--- config.mk ---
export PLATFORM = sky130hd
export DESIGN_NAME = rv32i_mem_arbiter
export DESIGN_NICKNAME = d
export VERILOG_FILES = /design/src/rtl/rv32i_mem_arbiter.sv
export SDC_FILE = /design/constraint.sdc
export NUM_CORES = 1
export LEC_CHECK = 0
export CORE_UTILIZATION = 40
export DETAILED_ROUTE_END_ITERATION = 6
export GPL_TIMING_DRIVEN = 0
export PLACE_DENSITY = 0.8
export SLEW_MARGIN = 0
export SYNTH_ARGS = -nofsm -noshare
export SYNTH_HDL_FRONTEND = slang
export SYNTH_SLANG_ARGS = --single-unit
--- constraint.sdc ---
create_clock -name clk -period 2.35 [get_ports clk]
set_clock_uncertainty 0.05 [all_clocks]
set_input_delay 0.47 -clock clk [delete_from_list [all_inputs] [get_ports clk]]
set_output_delay 0.47 -clock clk [all_outputs]
set_load 0.02 [all_outputs]
--- src/rtl/rv32i_mem_arbiter.sv ---
// Two-port arbiter in front of one synchronous-read memory: core (p0) and DMA/debug (p1).
// Latency: gnt 1 cycle after req, write done +2, read done +READ_LATENCY+2; one transaction in flight.
// Backpressure: a losing or late req waits while busy and is never dropped while held high.
// Optional: MEM_ARB_ROUND_ROBIN_EN selects round-robin tie-break; default is fixed priority to p0.
module rv32i_mem_arbiter #(
    parameter int ADDR_W       = 32,
    parameter int DATA_W       = 32,
    parameter int READ_LATENCY = 1
) (
    input  logic              clk,
    input  logic              rst,
    input  logic              p0_req,
    input  logic [ADDR_W-1:0] p0_addr,
    input  logic [DATA_W-1:0] p0_wr_data,
    input  logic              p0_wr_ena,
    output logic              p0_gnt,
    output logic              p0_done,
    output logic [DATA_W-1:0] p0_rd_data,
    input  logic              p1_req,
    input  logic [ADDR_W-1:0] p1_addr,
    input  logic [DATA_W-1:0] p1_wr_data,
    input  logic              p1_wr_ena,
    output logic              p1_gnt,
    output logic              p1_done,
    output logic [DATA_W-1:0] p1_rd_data,
    output logic [ADDR_W-1:0] mem_addr,
    output logic [DATA_W-1:0] mem_wr_data,
    output logic              mem_wr_ena,
    input  logic [DATA_W-1:0] mem_rd_data,
    output logic              busy
);

    if (READ_LATENCY < 1 || READ_LATENCY > 15) begin : g_bad_latency
        $error("rv32i_mem_arbiter: READ_LATENCY must be in 1..15");
    end

    typedef enum logic [1:0] {S_IDLE, S_ISSUE, S_WAIT, S_RESP} state_t;

    state_t            state;
    state_t            state_nxt;
    logic [3:0]        cnt;
    logic              win;          // port owning the in-flight transaction
    logic              last_grant;
    logic              arb_win;      // port that would win a capture this cycle
    logic [ADDR_W-1:0] lat_addr;
    logic [DATA_W-1:0] lat_wr_data;
    logic              lat_wr_ena;

    // Winner selection; a lone requester always wins, ties depend on build
`ifdef MEM_ARB_ROUND_ROBIN_EN
    always_comb begin
        arb_win = p1_req & (~p0_req | ~last_grant);
    end
`else
    logic unused_last_grant;
    assign unused_last_grant = last_grant;

    always_comb begin
        arb_win = p1_req & ~p0_req;
    end
`endif

    // Next-state and handshake pulses decoded from the current state
    always_comb begin
        state_nxt = state;
        p0_gnt    = 1'b0;
        p1_gnt    = 1'b0;
        p0_done   = 1'b0;
        p1_done   = 1'b0;
        case (state)
            S_IDLE: begin
                if (p0_req || p1_req) state_nxt = S_ISSUE;
            end
            S_ISSUE: begin
                p0_gnt    = ~win;
                p1_gnt    = win;
                state_nxt = lat_wr_ena ? S_RESP : S_WAIT;
            end
            S_WAIT: begin
                if (cnt == 4'd0) state_nxt = S_RESP;
            end
            S_RESP: begin
                p0_done   = ~win;
                p1_done   = win;
                state_nxt = S_IDLE;
            end
            default: state_nxt = S_IDLE;
        endcase
    end

    // Memory side is driven straight from the capture latches
    assign mem_addr    = lat_addr;
    assign mem_wr_data = lat_wr_data;
    assign mem_wr_ena  = (state == S_ISSUE) && lat_wr_ena;
    assign busy        = (state != S_IDLE);

    // State register, request capture, latency counter and read-data return
    always_ff @(posedge clk) begin
        if (rst) begin
            state       <= S_IDLE;
            cnt         <= 4'd0;
            win         <= 1'b0;
            last_grant  <= 1'b1;
            lat_addr    <= '0;
            lat_wr_data <= '0;
            lat_wr_ena  <= 1'b0;
            p0_rd_data  <= '0;
            p1_rd_data  <= '0;
        end else begin
            state <= state_nxt;
            case (state)
                S_IDLE: begin
                    if (p0_req || p1_req) begin
                        win         <= arb_win;
                        last_grant  <= arb_win;
                        lat_addr    <= arb_win ? p1_addr    : p0_addr;
                        lat_wr_data <= arb_win ? p1_wr_data : p0_wr_data;
                        lat_wr_ena  <= arb_win ? p1_wr_ena  : p0_wr_ena;
                    end
                end
                S_ISSUE: begin
                    cnt <= 4'(READ_LATENCY - 1);
                end
                S_WAIT: begin
                    if (cnt == 4'd0) begin
                        if (win) p1_rd_data <= mem_rd_data;
                        else     p0_rd_data <= mem_rd_data;
                    end else begin
                        cnt <= cnt - 4'd1;
                    end
                end
                default: ;
            endcase
        end
    end

endmodule

==> flow_summary.json <==
{
  "yosys.area_share.simple_pct": 16.8,
  "clock_latency_ns": 0.41,
  "power_density_nw_per_um2": 982,
  "finalCritPeriodShare_pct": 95.6,
  "rsz0062_at_grt": "no",
  "cts_tree": "yes",
  "dp_hpwl_um": 14600,
  "cts_buffers": 17,
  "grt_max_degree": 17,
  "worstReg2RegStart": "state[0]",
  "setup_viol": 0,
  "antenna_found_initial": 1,
  "leakage_nw": 3.82,
  "cap_violations": 0,
  "crit_start": "state[1]",
  "yosysUniqueCellTypes": 30,
  "crit_required_ns": 1.83,
  "final_cell_mix": "clkdlybuf4s50_1, dfxtp_1, mux2i_1",
  "cts_hold_buffers": 0,
  "htree_levels": 4,
  "ys_seq_area_share_pct": 45.4,
  "regToRegSetupSlack_ns": 0.41,
  "antenna_left": 0,
  "syn_nets": 763,
  "critPathKind": "reg -> out",
  "place_congestion": 0.845,
  "drc": 0,
  "max_freq_mhz": 445,
  "worst_pin_slew_ns": 0.530,
  "core_area_um2": 14600,
  "grt_pass1_wl_um": 29800,
  "overflow": 0,
  "r2r-end": "p1_rd_data[17]",
  "drt_iter0_drc": 199,
  "status": "finished, final reports clean",
  "via_per_inst": 4.91,
  "switching_share_pct": 34.9,
  "finalSetupTns_ns": 0,
  "synthToLayoutAreaGrowth_pct": 63.0,
  "num_rows": 44,
  "ys_ff_latch": 136,
  "grt_usage_pct": 25.0,
  "internal-power_mw": 6.25,
  "start_kind": "register",
  "synthMuxAreaShare_pct": 21.7,
  "power_frac_seq_pct": 33.6,
  "power.switching_mw": 3.35,
  "syn-instance-count": 591,
  "die_y_um": 124,
  "peakVddDrop_uv": 610,
  "clk_root_buffer_cell": "clkbuf_16",
  "setup.worst_path.end_class": "output port",
  "synth_top_area_share_pct": 45.4,
  "path_clk_slew_ns": 0.06,
  "cts.path.max_buffers": 2,
  "drive_above_1_share_pct": 5.87,
  "io_buffers": 298,
  "clock_power_share_pct": 26.5,
  "slew_viol_final": 0,
  "synthAdderAreaFrac_pct": 1.25,
  "crit_arrival_ns": 1.73,
  "cp_max_fo": 5,
  "fin_area_um2": 9770,
  "grt_pass1_vias": 5459,
  "placed_area_um2": 9210,
  "drt_pass1_iterations": 4,
  "wl_per_cell_um": 17.4,
  "syn-mean-instance-area_um2": 10.1,
  "reg2reg_depth": 7,
  "fin_nets": 1079,
  "start_util_pct": 41.1,
  "timing.critical_path.to": "p0_gnt",
  "place_inst": 1073,
  "instances_no_fill": 1105,
  "io_pins": 300,
  "worstHoldPathCells": 2,
  "synthTopCellsByArea": "dfxtp_1, mux2i_1, nand2b_1",
  "die-width_um": 124,
  "vias": 5423,
  "synth_top_family_by_area": "multiplexers",
  "die_area_um2": 15500,
  "synth-compound-area-share_pct": 9.79,
  "yosys_warnings": 0,
  "hold_viol_final": 0,
  "maxSlewHeadroom_pct": 64.6,
  "syn_area_um2": 5990,
  "yosysTopAreaCell": "dfxtp_1",
  "wl_um": 19300,
  "synthXorXnorAreaFrac_pct": 0,
  "final_common_cell": "clkdlybuf4s50_1",
  "cts_sinks": 136,
  "hold_class": "reg -> reg",
  "fin_crit_ns": 2.25,
  "cts_setup_buffers": 0,
  "combinationalPowerShare_pct": 39.9
}
## metal layers
| layer | track usage [%] | part of all wire (%) | up-vias |
|---|---|---|---|
| met5 | 0 | 0 | - |
| met4 | 10.1 | 1.9 | 0 |
| met3 | 10.2 | 9.0 | 21 |
| met2 | 43.1 | 50 | 201 |
| met1 | 27.0 | 39 | 2514 |
| li1 | - | - | 2687 |
## kinds of logic (layout without fill, tap and decap cells)
| family | after synthesis | in the layout |
|---|---|---|
| AND/OR/NAND/NOR | 186 | 186 |
| flip-flops | 136 | 136 |
| multiplexers | 130 | 130 |
| AO/OA/AOI/OAI | 79 | 79 |
| buffers and inverters | 54 | 383 |
| adder cells (fa/ha/maj) | 6 | 6 |
| other | 0 | 1 |
## state kept, by name (all words and copies together), names as in the netlist
register     cells
cnt              4
lat_wr_ena       1
mem_addr        32
mem_wr_data     32
p0_rd_data      32
p1_rd_data      32
state            2
win              1
## critical path, cell delays in order (launching register included)
cell and delay [ns]:
dfxtp_2 0.34, inv_1 0.10, ha_1 0.27, nor2b_1 0.16, dlygate4sd2_1 0.44
## power groups by stage
stage	clock (mW)	sequential, mW	combinational (mW)
floorplan	0	3.91	1.32
global placement	0	3.24	3.84
detailed placement	0	3.25	3.85
CTS	2.58	3.23	3.85
global route	2.69	3.30	4.07
finish	2.55	3.23	3.82
## cell type report
cell class                 instances  area [um^2]
buffer                            47          274
multi-input combinational        401         2970
sequential                       136         2720
clock inverter                     8         70.1
tap                              184          230
inverter                           6         22.5
fill                            1190         4820
clock buffer                      24          492
timing repair buffer             298         2980
antenna                            1         2.50
## Yosys cell counts, drive strengths merged
master and number:
buf 21, or3b 1, nor2 65, mux2i 130
and2 4, o21a 1, nor2b 4, clkbuf 27
dfxtp 136, nand4b 1, a21oi 5, nor3b 2
o32ai 1, o21ai 1, a221oi 1, a21o 1
nand2b 101, o211ai 2, nand2 2, a211oi 67
ha 6, or4 1, nand3 2, and4bb 1
inv 6, or3 2
## timing repair
| action | in CTS | in global routing |
|---|---|---|
| setup endpoints to repair | 5 | 4 |
| endpoints found under the hold margin | 0 | 0 |
| cloned | 0 | 0 |
| resized for setup | 4 | 3 |
## worst min path at each step
stage	start	endpoint	slack, ns
floorplan	cnt[0]	cnt[0]	0.42
global placement	p1_rd_data[0]	p1_rd_data[0]	0.41
detailed placement	p0_rd_data[1]	p0_rd_data[1]	0.42
CTS	p0_rd_data[1]	p0_rd_data[1]	0.43
global route	p1_rd_data[0]	p1_rd_data[0]	0.44
finish	p0_rd_data[17]	p0_rd_data[17]	0.42
## metrics by stage
| stage | hold WS (ns) | setup WS, ns | utilization, % | power [mW] |
|---|---|---|---|---|
| final | 0.422 | 0.102 | 67.0 | 9.60 |
| after detailed placement | 0.416 | 0.167 | 63.1 | 7.10 |
| after floorplan | 0.423 | 0.650 | - | 5.23 |
| after CTS | 0.426 | 0.0331 | 66.9 | 9.66 |
| after global routing | 0.441 | 0.0271 | 67.0 | 10.1 |
| after global placement | 0.409 | 0.174 | 63.1 | 7.07 |
(Power assumes the default switching activity.)
